$ cat src/rtl/data_bus_lat_shim.sv
// data_bus_lat_shim
// Adds latency between the core data port and a single-cycle data memory.
// Grants are held off by a pseudo-random number of wait states, and each
// response is held back by a pseudo-random extra delay. Responses are
// queued and returned in grant order. A requester that withdraws or changes
// a pending request sets a sticky protocol-error flag.
//
// Ports
//   clk_i, rst_ni             clock, async active-low reset
//   gnt_wmax_i, resp_wmax_i   upper bounds for the grant wait / response delay draws
//   data_*                    OBI-style requester side (core)
//   mem_*                     single-cycle memory side (rdata/err valid the cycle after cs)
//   proto_err_o               sticky requester protocol violation
//
// Grant FSM
//   state | meaning
//   IDLE  | no request pending; zero-wait grants are issued directly from here
//   WAIT  | request pending; counting down wait states or stalled on occupancy
module data_bus_lat_shim #(
  parameter int unsigned Depth     = 4,
  parameter int unsigned DataWidth = 33,
  parameter logic [15:0] Seed      = 16'hACE1
) (
  input  logic                 clk_i,
  input  logic                 rst_ni,
  input  logic [3:0]           gnt_wmax_i,
  input  logic [3:0]           resp_wmax_i,
  input  logic                 data_req_i,
  input  logic                 data_we_i,
  input  logic [3:0]           data_be_i,
  input  logic                 data_is_cap_i,
  input  logic [31:0]          data_addr_i,
  input  logic [DataWidth-1:0] data_wdata_i,
  output logic                 data_gnt_o,
  output logic                 data_rvalid_o,
  output logic                 data_err_o,
  output logic [DataWidth-1:0] data_rdata_o,
  output logic                 mem_cs_o,
  output logic                 mem_we_o,
  output logic [3:0]           mem_be_o,
  output logic                 mem_is_cap_o,
  output logic [31:0]          mem_addr_o,
  output logic [DataWidth-1:0] mem_wdata_o,
  input  logic [DataWidth-1:0] mem_rdata_i,
  input  logic                 mem_err_i,
  output logic                 proto_err_o
);

  localparam int unsigned PtrW = $clog2(Depth);
  localparam int unsigned CntW = $clog2(Depth + 1);
  localparam int unsigned OccW = CntW + 1;
  localparam logic [15:0] SeedEff  = (Seed == 16'h0000) ? 16'h0001 : Seed;
  localparam logic [15:0] LfsrPoly = 16'hB400;

  typedef enum logic {IDLE, WAIT} state_e;

  typedef struct packed {
    logic [DataWidth-1:0] rdata;
    logic                 err;
    logic [3:0]           dly;
  } entry_t;

  logic [15:0]          lfsr_q, lfsr_d;
  state_e               state_q, state_d;
  logic [3:0]           cnt_q, cnt_d;
  logic                 inflight_q, inflight_d;
  logic                 proto_err_q, proto_err_d;
  logic [31:0]          hold_addr_q, hold_addr_d;
  logic                 hold_we_q, hold_we_d;
  logic [3:0]           hold_be_q, hold_be_d;
  logic [DataWidth-1:0] hold_wdata_q, hold_wdata_d;
  entry_t               fifo_q [Depth];
  entry_t               fifo_d [Depth];
  logic [PtrW-1:0]      rd_ptr_q, rd_ptr_d, wr_ptr_q, wr_ptr_d;
  logic [CntW-1:0]      count_q, count_d;
  logic                 rvalid_q, rvalid_d;
  logic                 err_q, err_d;
  logic [DataWidth-1:0] rdata_q, rdata_d;

  logic [3:0]      w_draw, d_draw;
  logic [OccW-1:0] occ;
  logic            space, gnt, req_changed;
  logic            push, pop, store;
  entry_t          head, store_entry;

  function automatic logic [PtrW-1:0] ptr_inc(input logic [PtrW-1:0] p);
    return (p == PtrW'(Depth - 1)) ? '0 : p + PtrW'(1);
  endfunction

  assign lfsr_d = {1'b0, lfsr_q[15:1]} ^ (lfsr_q[0] ? LfsrPoly : 16'h0000);
  assign w_draw = 4'({1'b0, lfsr_q[3:0]} % ({1'b0, gnt_wmax_i} + 5'd1));
  assign d_draw = 4'({1'b0, lfsr_q[7:4]} % ({1'b0, resp_wmax_i} + 5'd1));

  assign occ   = {1'b0, count_q} + {{CntW{1'b0}}, inflight_q};
  assign space = (occ < OccW'(Depth));

  assign req_changed = (data_addr_i != hold_addr_q) || (data_we_i != hold_we_q) ||
                       (data_be_i != hold_be_q) || (data_wdata_i != hold_wdata_q);

  always_comb begin
    state_d      = state_q;
    cnt_d        = cnt_q;
    gnt          = 1'b0;
    proto_err_d  = proto_err_q;
    hold_addr_d  = hold_addr_q;
    hold_we_d    = hold_we_q;
    hold_be_d    = hold_be_q;
    hold_wdata_d = hold_wdata_q;
    case (state_q)
      IDLE: begin
        if (data_req_i) begin
          if (w_draw == 4'd0 && space) begin
            gnt = 1'b1;
          end else begin
            state_d      = WAIT;
            cnt_d        = w_draw;
            hold_addr_d  = data_addr_i;
            hold_we_d    = data_we_i;
            hold_be_d    = data_be_i;
            hold_wdata_d = data_wdata_i;
          end
        end
      end
      WAIT: begin
        if (!data_req_i) begin
          proto_err_d = 1'b1;
          state_d     = IDLE;
        end else begin
          if (req_changed) proto_err_d = 1'b1;
          if (cnt_q != 4'd0) begin
            cnt_d = cnt_q - 4'd1;
          end else if (space) begin
            gnt     = 1'b1;
            state_d = IDLE;
          end
        end
      end
      default: state_d = IDLE;
    endcase
  end

  // Outputs are forced low while reset is held, even with a request present.
  assign data_gnt_o   = gnt & rst_ni;
  assign inflight_d   = data_gnt_o;
  assign mem_cs_o     = data_gnt_o;
  assign mem_we_o     = data_gnt_o & data_we_i;
  assign mem_be_o     = data_gnt_o ? data_be_i : 4'h0;
  assign mem_is_cap_o = data_gnt_o & data_is_cap_i;
  assign mem_addr_o   = data_gnt_o ? data_addr_i : 32'h0;
  assign mem_wdata_o  = data_gnt_o ? data_wdata_i : '0;

  // Response queue. An access arriving at an empty queue is already the head
  // in its capture cycle, so that cycle counts as one unit of its delay; a
  // zero delay bypasses storage entirely to give the two-cycle response.
  always_comb begin
    push        = inflight_q;
    head        = fifo_q[rd_ptr_q];
    store_entry = '{rdata: mem_rdata_i, err: mem_err_i, dly: d_draw};
    pop         = 1'b0;
    store       = 1'b0;
    fifo_d      = fifo_q;
    rvalid_d    = 1'b0;
    rdata_d     = rdata_q;
    err_d       = err_q;
    if (count_q != '0) begin
      store = push;
      if (head.dly == 4'd0) begin
        pop      = 1'b1;
        rvalid_d = 1'b1;
        rdata_d  = head.rdata;
        err_d    = head.err;
      end else begin
        fifo_d[rd_ptr_q].dly = head.dly - 4'd1;
      end
    end else if (push) begin
      if (d_draw == 4'd0) begin
        rvalid_d = 1'b1;
        rdata_d  = mem_rdata_i;
        err_d    = mem_err_i;
      end else begin
        store           = 1'b1;
        store_entry.dly = d_draw - 4'd1;
      end
    end
    if (store) fifo_d[wr_ptr_q] = store_entry;
    rd_ptr_d = pop ? ptr_inc(rd_ptr_q) : rd_ptr_q;
    wr_ptr_d = store ? ptr_inc(wr_ptr_q) : wr_ptr_q;
    count_d  = count_q + CntW'(store) - CntW'(pop);
  end

  always_ff @(posedge clk_i or negedge rst_ni) begin
    if (!rst_ni) begin
      lfsr_q       <= SeedEff;
      state_q      <= IDLE;
      cnt_q        <= '0;
      inflight_q   <= 1'b0;
      proto_err_q  <= 1'b0;
      hold_addr_q  <= '0;
      hold_we_q    <= 1'b0;
      hold_be_q    <= '0;
      hold_wdata_q <= '0;
      fifo_q       <= '{default: '0};
      rd_ptr_q     <= '0;
      wr_ptr_q     <= '0;
      count_q      <= '0;
      rvalid_q     <= 1'b0;
      err_q        <= 1'b0;
      rdata_q      <= '0;
    end else begin
      lfsr_q       <= lfsr_d;
      state_q      <= state_d;
      cnt_q        <= cnt_d;
      inflight_q   <= inflight_d;
      proto_err_q  <= proto_err_d;
      hold_addr_q  <= hold_addr_d;
      hold_we_q    <= hold_we_d;
      hold_be_q    <= hold_be_d;
      hold_wdata_q <= hold_wdata_d;
      fifo_q       <= fifo_d;
      rd_ptr_q     <= rd_ptr_d;
      wr_ptr_q     <= wr_ptr_d;
      count_q      <= count_d;
      rvalid_q     <= rvalid_d;
      err_q        <= err_d;
      rdata_q      <= rdata_d;
    end
  end

  assign data_rvalid_o = rvalid_q;
  assign data_err_o    = err_q;
  assign data_rdata_o  = rdata_q;
  assign proto_err_o   = proto_err_q;

  // Grants are gated by occupancy, so a capture into a full queue means the
  // occupancy accounting is broken.
  a_no_overflow: assert property (@(posedge clk_i) disable iff (!rst_ni)
                                  !(push && count_q == CntW'(Depth)));

endmodule

$ cat config.mk
export PLATFORM = sky130hd
export DESIGN_NAME = data_bus_lat_shim
export DESIGN_NICKNAME = d
export VERILOG_FILES = /design/src/rtl/data_bus_lat_shim.sv
export SDC_FILE = /design/constraint.sdc
export NUM_CORES = 1
export LEC_CHECK = 0
export ABC_AREA = 1
export BUFFER_PORTS_ARGS = -buffer_cell sky130_fd_sc_hd__buf_4
export CORE_MARGIN = 5
export CORE_UTILIZATION = 60
export CTS_BUF_LIST = sky130_fd_sc_hd__clkbuf_4 sky130_fd_sc_hd__clkbuf_8
export DETAILED_ROUTE_END_ITERATION = 10
export PLACE_DENSITY = 0.8
export SYNTH_ARGS = -nofsm -noshare
export SYNTH_HDL_FRONTEND = slang
export SYNTH_SLANG_ARGS = --single-unit
export TNS_END_PERCENT = 100
$ cat constraint.sdc
create_clock -name clk_i -period 8.3 [get_ports clk_i]
set_input_delay 0.415 -clock clk_i [delete_from_list [all_inputs] [get_ports clk_i]]
set_output_delay 0.415 -clock clk_i [all_outputs]
set_load 0.01 [all_outputs]
* Word level (Yosys, flattened, before mapping) *
Cells that the tools add are included.

storage, ports and cells
  input port bits = 116
  flip-flop bits (word level) = 287
  output and inout port bits = 109
  logic and storage cells = 137

cells by class
  muxes and demuxes = 56
  $add $sub $neg = 10
  div/mod/pow operators = 2
  bitwise logic cells = 8
  order comparisons = 5
  reduce and logical (&&, ||, !) cells = 17
  equal/unequal tests = 12

operators by type and width
  cell                 number
  $mux 152             3
  $bwmux 152           2
  $mux 33              5
  $demux 38 s2         2
  $mux 38              3
  $bmux 38 s2          1
  $mux 4               9
  $ne 33x33->1         1
  $mux 32              1
  $ne 32x32->1         1
  $mux 1               24
  $mux 16              1
  $xor 15x16->16       1
  $logic_not 4->1      3
  $sub 4x1->4 const B  3
  $add 4x1->5 const B  2
  $mod 4x5->5          2
  $pmux 4 s2           1
  $ge 3x3->1 const B   2
  $lt 3x1->1 const B   2
  $ne 2x1->1 const B   3
  $ne 2x2->1 const B   3
  $not 2->3            2
  $reduce_and 3->1     2
  19 further kinds     31

* Longest topological paths before layout *
Gate-level depths: netlist (run 1).

  depth after elaboration = 10
  depth in mapped cells = 50
  gate-level depth less buffers = 49

* Worst setup path after synthesis (run 1) *
OpenSTA, ideal clock, no wires.

  path kind = input to output
  start = input gnt_wmax_i[0]
  end = output mem_cs_o
  data arrival time = 6.163 ns
  stages = 44
  slack = 1.722 ns
  buffers on the path = 3
  required time = 7.885 ns
  cell sequence = ha_1 > inv_1 > o21ai_0 > a2111oi_0 > ha_1 > a21oi_1 > nand2_1 > nand2_1 > o21bai_1 > nand2_1 > inv_1 > ha_1 > nand2_1 > inv_1 > nand2_1 > nand2_1 > nand2_1 > nand2_1 > (+8 left out) > nand2_1 > inv_1 > nand2_1 > and2_1 > ha_1 > a21o_1 > a21boi_1 > nand3_1 > o21ai_0 > nand3_1 > nor2_1 > nand2_1 > nand2_1 > nand3b_1 > buf_2 > buf_2 > inv_1 > buf_4

on the way
  word-level cells in the longest chain between the ends = 8

RTL lines
  what               RTL line  text
  start, declared    26        input logic [3:0] gnt_wmax_i,
  $add 4x1->5        91        assign w_draw = 4'({1'b0, lfsr_q[3:0]} % ({1'b0, gnt_wmax_i} + 5'd1));
  $mod 4x5->5        91
  $logic_not 4->1    112       if (w_draw == 4'd0 && space) begin
  $logic_and 1x1->1  112
  $mux 1             112
  $mux 1             111       if (data_req_i) begin
  $pmux 1 s2         109       case (state_q)
  $and 1x1->1        143       assign data_gnt_o = gnt & rst_ni;
  end, declared      38        output logic mem_cs_o,

No other way between the ends.

* Worst setup path in the final report (run 1) *
  start = register lfsr_q[3]
  end = output mem_addr_o[2]

on the way
  word-level cells in the longest chain between the ends = 8

RTL lines
  what                    RTL line  text
  start, declared         63        logic [15:0] lfsr_q, lfsr_d;
  start signal, assigned  210       lfsr_q <= lfsr_d;
  $mod 4x5->5             91
  $logic_not 4->1         112
  $logic_and 1x1->1       112
  $mux 1                  112
  $mux 1                  111
  $pmux 1 s2              109
  $and 1x1->1             143
  $mux 32                 149       assign mem_addr_o = data_gnt_o ? data_addr_i : 32'h0;
  end, declared           42        output logic [31:0] mem_addr_o,

No other way between the ends.

==> results.toml, run 1 <==
[critical_path]
ff2ff_setup_slack_ns = 1.53
cp.arrival_ns = 7.06
cp_max_fo = 72
r2r_cells = 39
slowest_delay_ns = 0.46
cp_common_cell = "nand2_1"
cp-start-kind = "register"
r2r-end = "data_rdata_o[2]$_DFFE_PN0P_"
slowest_stage = "a2111oi_2"
regToRegStartpoint = "lfsr_q[5]$_DFF_PN1_"
cp-end-kind = "output pin"
crit_required_ns = 7.89
criticalPathCategory = "reg -> out"

[floorplan]
die_area_mm2 = 0.0307
coreArea_mm2 = 0.0269
die_x_um = 175
rows = 60
start_util = 0.609
io_pins = 225
die_h_um = 175

[final_layout]
final_core_util = 0.711
diodes = 0
area_delta_synth_final_pct = 16.7
drive_gt1_frac = 0.205
fillCellCount = 2079
nNetsFinal = 2465

[sta]
fin_crit_sh = 0.901
tns_ns = 0
tightest_slew_ns = 1.06
min_period_ns = 7.48
setup_ws_ns = 0.822
max_freq_mhz = 134
report.final.slew_viol_count = 0
relSlewSlack = 0.292
rsz0062_at_grt = "no"
fin_skew_ns = 0.0208
hold_violations = 0
finalSetupViolations = 0

[worst_hold_path]
worstHoldStart = "mem_rdata_i[1]"
hold_class = "in -> reg"
whs_path_depth = 3
whs_endpoint = "fifo_q[82]$_DFFE_PN0P_"

[logic_synthesis]
synth_compound_area_frac = 0.103
synthFlopType = "dfrtp_1"
ys.warnings.count = 0
ys_ff_latch = 287
synth_nets = 2269
synth_top_family_by_area = "simple AND/OR/NAND/NOR gates"
synth.cell_area_mm2 = 0.0164
post_synth_and_or_nand_nor_area_fraction = 0.312
synth_edf_count = 0
muxShareOfSynthArea = 0
synth_cell_type_count = 56
synth_seq_area_share = 0.439
synthCells = 2100
synthArstFlopShare = 1.00
synth-xor-area-share = 0.0310
synth-adder-area-share = 0.0419
avgSynthCellArea_um2 = 7.80

[global_route]
grt_max_degree = 89
grt_pass1_vias = 14300
grt_pass1_wl_um = 69200
grt.overflow.total = 0
antenna_found_initial = 0
track_usage = 0.270

[clock_tree]
cts_buffers = 49
clkLatencyLatePin_ns = 0.58
clkTransAtPathRegs_ns = 0.06
clockRootBuffer = "clkbuf_8"
htreeDepth = 2
clockBufferDepth = 3
cts_tree = "built"
post_cts_buffers = 0
cts_sinks = 287

[job]
cap_violations = 0

[pwr]
p_per_area_mw_per_mm2 = 345
peakVddDrop_mv = 0.250
p_leak_nw = 10.3

[placement]
dp_hpwl_um = 26400
io_buffers = 224
place.gp.congestion = 0.873
pre_cts_ws_ns = 0.843

[routing]
vias_per_cell = 5.41
drc = 0
ant_nets = 0
first_iter_violations = 1207
vias = 14500
wl_per_cell_um = 15.5
routed_wirelength_um = 41500
firstDrtPassIters = 5

[run_status]
status = "complete, no violations"
## worst max-delay path by stage
| stage | startpoint | to | slack (ns) | cells past startpoint |
|---|---|---|---|---|
| 3_5_place_dp | gnt_wmax_i[0] | mem_wdata_o[31] | 0.84 | 44 |
| 4_1_cts | lfsr_q[3]$_DFF_PN0_ | mem_addr_o[2] | 0.65 | 43 |
| 3_3_place_gp | gnt_wmax_i[0] | mem_cs_o | 1.12 | 44 |
| 2_1_floorplan | gnt_wmax_i[0] | mem_cs_o | 1.72 | 44 |
| 6_report | lfsr_q[3]$_DFF_PN0_ | mem_addr_o[2] | 0.82 | 43 |
| 5_1_grt | lfsr_q[3]$_DFF_PN0_ | mem_addr_o[30] | 0.04 | 45 |
## critical path, delay by kind of cell (launching register included)
kind / cells / cell delay (ns)
AOI/OAI and AO/OA: 8 / 1.62
DFF: 1 / 0.43
buffers and inverters: 6 / 0.66
adders and majority gates: 5 / 1.50
and+or+nand+nor: 24 / 2.27
## what timing repair did
item,CTS,global route
hold buffers,1,0
endpoints found under the setup margin,0,73
endpoints found under the hold margin,57,0
gates resized for setup,0,2
## logic make-up (layout without fill, tap and decap cells)
logic type | Yosys count | after routing
compound gates | 286 | 286
xor+xnor | 58 | 58
fa+ha+maj | 53 | 53
buf+inv | 251 | 485
flops | 287 | 287
simple gates | 1165 | 1165
## sequential cells by signal, summed over array words and instances, names as in the netlist
signal / flops
fifo_q: 152
data_rdata_o: 33
hold_wdata_q: 33
hold_addr_q: 32
lfsr_q: 16
cnt_q: 4
hold_be_q: 4
count_q: 3
rd_ptr_q: 2
wr_ptr_q: 2
data_err_o: 1
data_rvalid_o: 1
hold_we_q: 1
inflight_q: 1
proto_err_o: 1
state_q: 1
## placed cells by master (no fill, tap or decap), types with 4 or more instances in the layout
cell type and n:
nand3_1 90, inv_2 6, a21oi_1 59, xor2_1 25, nand2_4 7, o21ai_0 140, dfrtp_1 278, nand4_1 9
dfstp_2 8, clkbuf_4 20, nor4_1 6, nor2_8 5, nand2_1 814, nand2_2 100, o21ai_1 27, nand3_2 7
nand2_8 4, nor2_1 106, buf_4 233, clkbuf_8 64, xnor2_1 33, inv_1 152, a32o_1 34, ha_1 50
## metrics by stage
step / hold WS (ns) / power, W / cell area [µm²] / instances
global route: 0.0455 / 0.00714 / 19100 / 2675
global placement: 0.337 / 0.00511 / 18000 / 2585
CTS: 0.0383 / 0.00661 / 19100 / 2675
detailed placement: 0.337 / 0.00521 / 18000 / 2585
floorplan: 0.119 / 0.00448 / 16400 / 2100
finish: 0.0654 / 0.00659 / 19100 / 2675
## report_power, final
part | leakage, nW | internal [W] | switching (W)
Combinational | 5.99 | 0.00111 | 0.00172
Sequential | 3.70 | 0.00200 | 0.000396
Clock | 0.573 | 0.000783 | 0.000586
## synthesized netlist by cell type (3+ instances only)
library cell	n	share of area
a21boi_0	3	0.0014
a21o_1	3	0.0014
a21oi_1	59	0.018
a32o_1	34	0.021
and2_1	3	0.0011
buf_12	10	0.012
buf_2	33	0.010
buf_6	6	0.0041
clkbuf_1	40	0.0092
dfrtp_1	279	0.43
dfstp_2	8	0.013
fa_1	3	0.0037
ha_1	50	0.038
inv_1	152	0.035
inv_2	6	0.0014
nand2_1	814	0.19
nand2_2	101	0.039
nand2_4	6	0.0041
nand2_8	4	0.0049
nand3_1	90	0.028
nand3_2	7	0.0043
nand3_4	3	0.0032
nand4_1	9	0.0034
nor2_1	106	0.024
nor2_8	5	0.0061
nor4_1	6	0.0023
o21ai_0	140	0.043
o21ai_1	27	0.0083
xnor2_1	33	0.018
xor2_1	25	0.013
## layer usage
metal	share of wire	routed length, µm	GRT usage	vias to the layer above
li1	-	-	-	7064
met1	0.43	17700	0.358	6750
met4	0.031	1280	0.107	0
met5	0	0	0	-
met3	0.078	3220	0.0480	105
met2	0.47	19300	0.443	561
## cell type report
class / instances / area (µm²) / area share
clock buffers: 84 / 1030 / 0.0540
clock inverters: 5 / 45.0 / 0.00236
inverters: 159 / 599 / 0.0314
multi-input cells: 1562 / 8000 / 0.419
flip-flops and latches: 287 / 7190 / 0.376
well taps: 341 / 427 / 0.0223
repair buffers: 237 / 1810 / 0.0950
(Power assumes the default switching activity.)
==> inputs of run 2 (changes only) <==
--- a/config.mk
+++ b/config.mk
@@ -11,7 +11,7 @@
 export CORE_UTILIZATION = 60
 export CTS_BUF_LIST = sky130_fd_sc_hd__clkbuf_4 sky130_fd_sc_hd__clkbuf_8
 export DETAILED_ROUTE_END_ITERATION = 10
-export PLACE_DENSITY = 0.8
+export PLACE_DENSITY_LB_ADDON = 0.25
 export SYNTH_ARGS = -nofsm -noshare
 export SYNTH_HDL_FRONTEND = slang
 export SYNTH_SLANG_ARGS = --single-unit
==> run 2 against run 1 <==
Utilization grew 0.14 points. Register-to-register slack lost 0.17 ns. Clock-buffer cell count shrank 3. Cell count grew 0.15%. Non-clock buffer count grew 5. First-iteration DRC count shrank 6.1%. Via count grew 1.5%. Critical endpoint is now mem_wdata_o[29].
==> results.toml, run 2 (same netlist as run 1, synthesis figures left out) <==
[placement]
dp_cells = 2589
place.gp.congestion = 0.875
io_buffers = 224
dp_hpwl_um = 27500

[sta]
tightest_slew_ns = 0.992
finalSetupViolations = 0
tns_ns = 0
min_period_ns = 7.53
hold_violations = 0
rsz0062_at_grt = "no"
fin_crit_sh = 0.907
fin_skew_ns = 0.0288
max_freq_mhz = 133
relSlewSlack = 0.339
report.final.slew_viol_count = 0

[critical_path]
ff2ff_setup_slack_ns = 1.36
cp-end-kind = "output pin"
crit_required_ns = 7.89
cp_max_fo = 13
crit_buf_inv = 6
cp.arrival_ns = 7.11
cp-start-kind = "register"
criticalPathCategory = "reg -> out"
cp_common_cell = "nand2_1"
cp_top_family = "simple AND/OR/NAND/NOR gates"
slowest_delay_ns = 0.43
slowest_stage = "dfrtp_1"

[final_layout]
area_delta_synth_final_pct = 16.9
nNetsFinal = 2469
stdcell_count = 2679
largest_reg_flops = 152
layout_commonest_cell = "nand2_1"
multi_input_area_mm2 = 0.00800
seq_area_mm2 = 0.00720
regMostFlops = "fifo_q"
final_cell_mix = "nand2_1, dfrtp_1, buf_4"
diodes = 0
fillCellCount = 2119
drive_gt1_frac = 0.207

[routing]
ant_nets = 0
wl_per_cell_um = 16.0
vias = 14700
routed_wirelength_um = 42800
first_iter_violations = 1133
firstDrtPassIters = 5
vias_per_cell = 5.49
drc = 0

[floorplan]
coreArea_mm2 = 0.0269
io_pins = 225
rows = 60
start_util = 0.609
die_area_mm2 = 0.0307
die_x_um = 175
die_h_um = 175

[clock_tree]
clkTransAtPathRegs_ns = 0.07
cts_sinks = 287
cts_tree = "built"
clockBufferDepth = 3
htreeDepth = 2
cts_buffers = 48
clkLatencyLatePin_ns = 0.58
clockRootBuffer = "clkbuf_8"

[job]
cap_violations = 0

[global_route]
track_usage = 0.279
grt_pass1_wl_um = 71500
grt.overflow.total = 0
grt_max_degree = 93
grt_pass1_vias = 14700
antenna_found_initial = 0

[pwr]
peakVddDrop_mv = 0.202
p_leak_nw = 10.3
p_per_area_mw_per_mm2 = 346

[worst_hold_path]
hold_class = "in -> reg"

[run_status]
status = "complete, no violations"
run 2: changes by cell type in the layout (fill, tap and decap cells not counted), moves of 3 or more:
| cell | change |
|---|---|
| clkbuf_4 | -8 |
| buf_4 | +6 |
| clkinv_2 | +3 |
| clkbuf_8 | +5 |
run 2: worst paths after layout:
kind,cells past startpoint,start,to
max,43,lfsr_q[3]$_DFF_PN0_,mem_wdata_o[29]
min,3,mem_rdata_i[21],fifo_q[64]$_DFFE_PN0P_
max reg2reg,41,lfsr_q[3]$_DFF_PN0_,hold_wdata_q[21]$_DFFE_PN0P_
min reg2reg,0,lfsr_q[12]$_DFF_PN0_,lfsr_q[11]$_DFF_PN1_
max in group asynchronous,3,rst_ni,hold_addr_q[18]$_DFFE_PN0P_
min in group asynchronous,2,rst_ni,lfsr_q[4]$_DFF_PN0_
run 2: power breakdown:
group | switching (W) | leakage, nW | total [W] | internal [W]
Sequential | 0.000464 | 3.70 | 0.00247 | 0.00200
Clock | 0.000580 | 0.580 | 0.00137 | 0.000789
Combinational | 0.00168 | 6.01 | 0.00280 | 0.00112
run 2: repair_timing:
action                                 in CTS  in global routing
hold buffers                                1                  0
endpoints found under the hold margin      75                  0
setup endpoints to repair                   0                 73
resized for setup                           0                  4
setup buffers                               0                  1
run 2: area by class of cell:
| cell class | instances | area share |
|---|---|---|
| tap | 341 | 0.0223 |
| multi-input combinational | 1562 | 0.418 |
| sequential | 287 | 0.376 |
| inverter | 159 | 0.0313 |
| timing repair buffer | 242 | 0.0961 |
| clock inverter | 7 | 0.00222 |
| clock buffer | 81 | 0.0543 |
run 2: stage by stage:
| step | utilization | setup WS (ns) | power, W | hold slack, ns | instance area [µm²] |
|---|---|---|---|---|---|
| finish | 0.712 | 0.771 | 0.00663 | 0.0627 | 19100 |
| global route | 0.712 | 0.0232 | 0.00717 | 0.0444 | 19100 |
| CTS | 0.712 | 0.318 | 0.00664 | 0.0454 | 19100 |
| detailed placement | 0.671 | 0.499 | 0.00523 | 0.341 | 18000 |
| global placement | 0.671 | 0.815 | 0.00512 | 0.338 | 18000 |
| floorplan | - | 1.72 | 0.00448 | 0.119 | 16400 |
run 2: per-layer routing:
metal,up-vias,GRT usage,wire length (µm),part of all wire
met3,94,0.0530,3400,0.079
met1,6934,0.366,17800,0.42
met5,-,0,0,0
li1,7070,-,-,-
met2,599,0.468,20500,0.48
met4,0,0.0923,1120,0.026
run 2: worst register-to-register path: cells and delay by family, from the launching register on:
| kind | cells | cell delay, ns |
|---|---|---|
| AO/OA/AOI/OAI | 10 | 1.75 |
| adder cells (fa/ha/maj) | 5 | 1.47 |
| buffers and inverters | 4 | 0.60 |
| flip-flops | 1 | 0.43 |
| AND/OR/NAND/NOR | 22 | 2.62 |
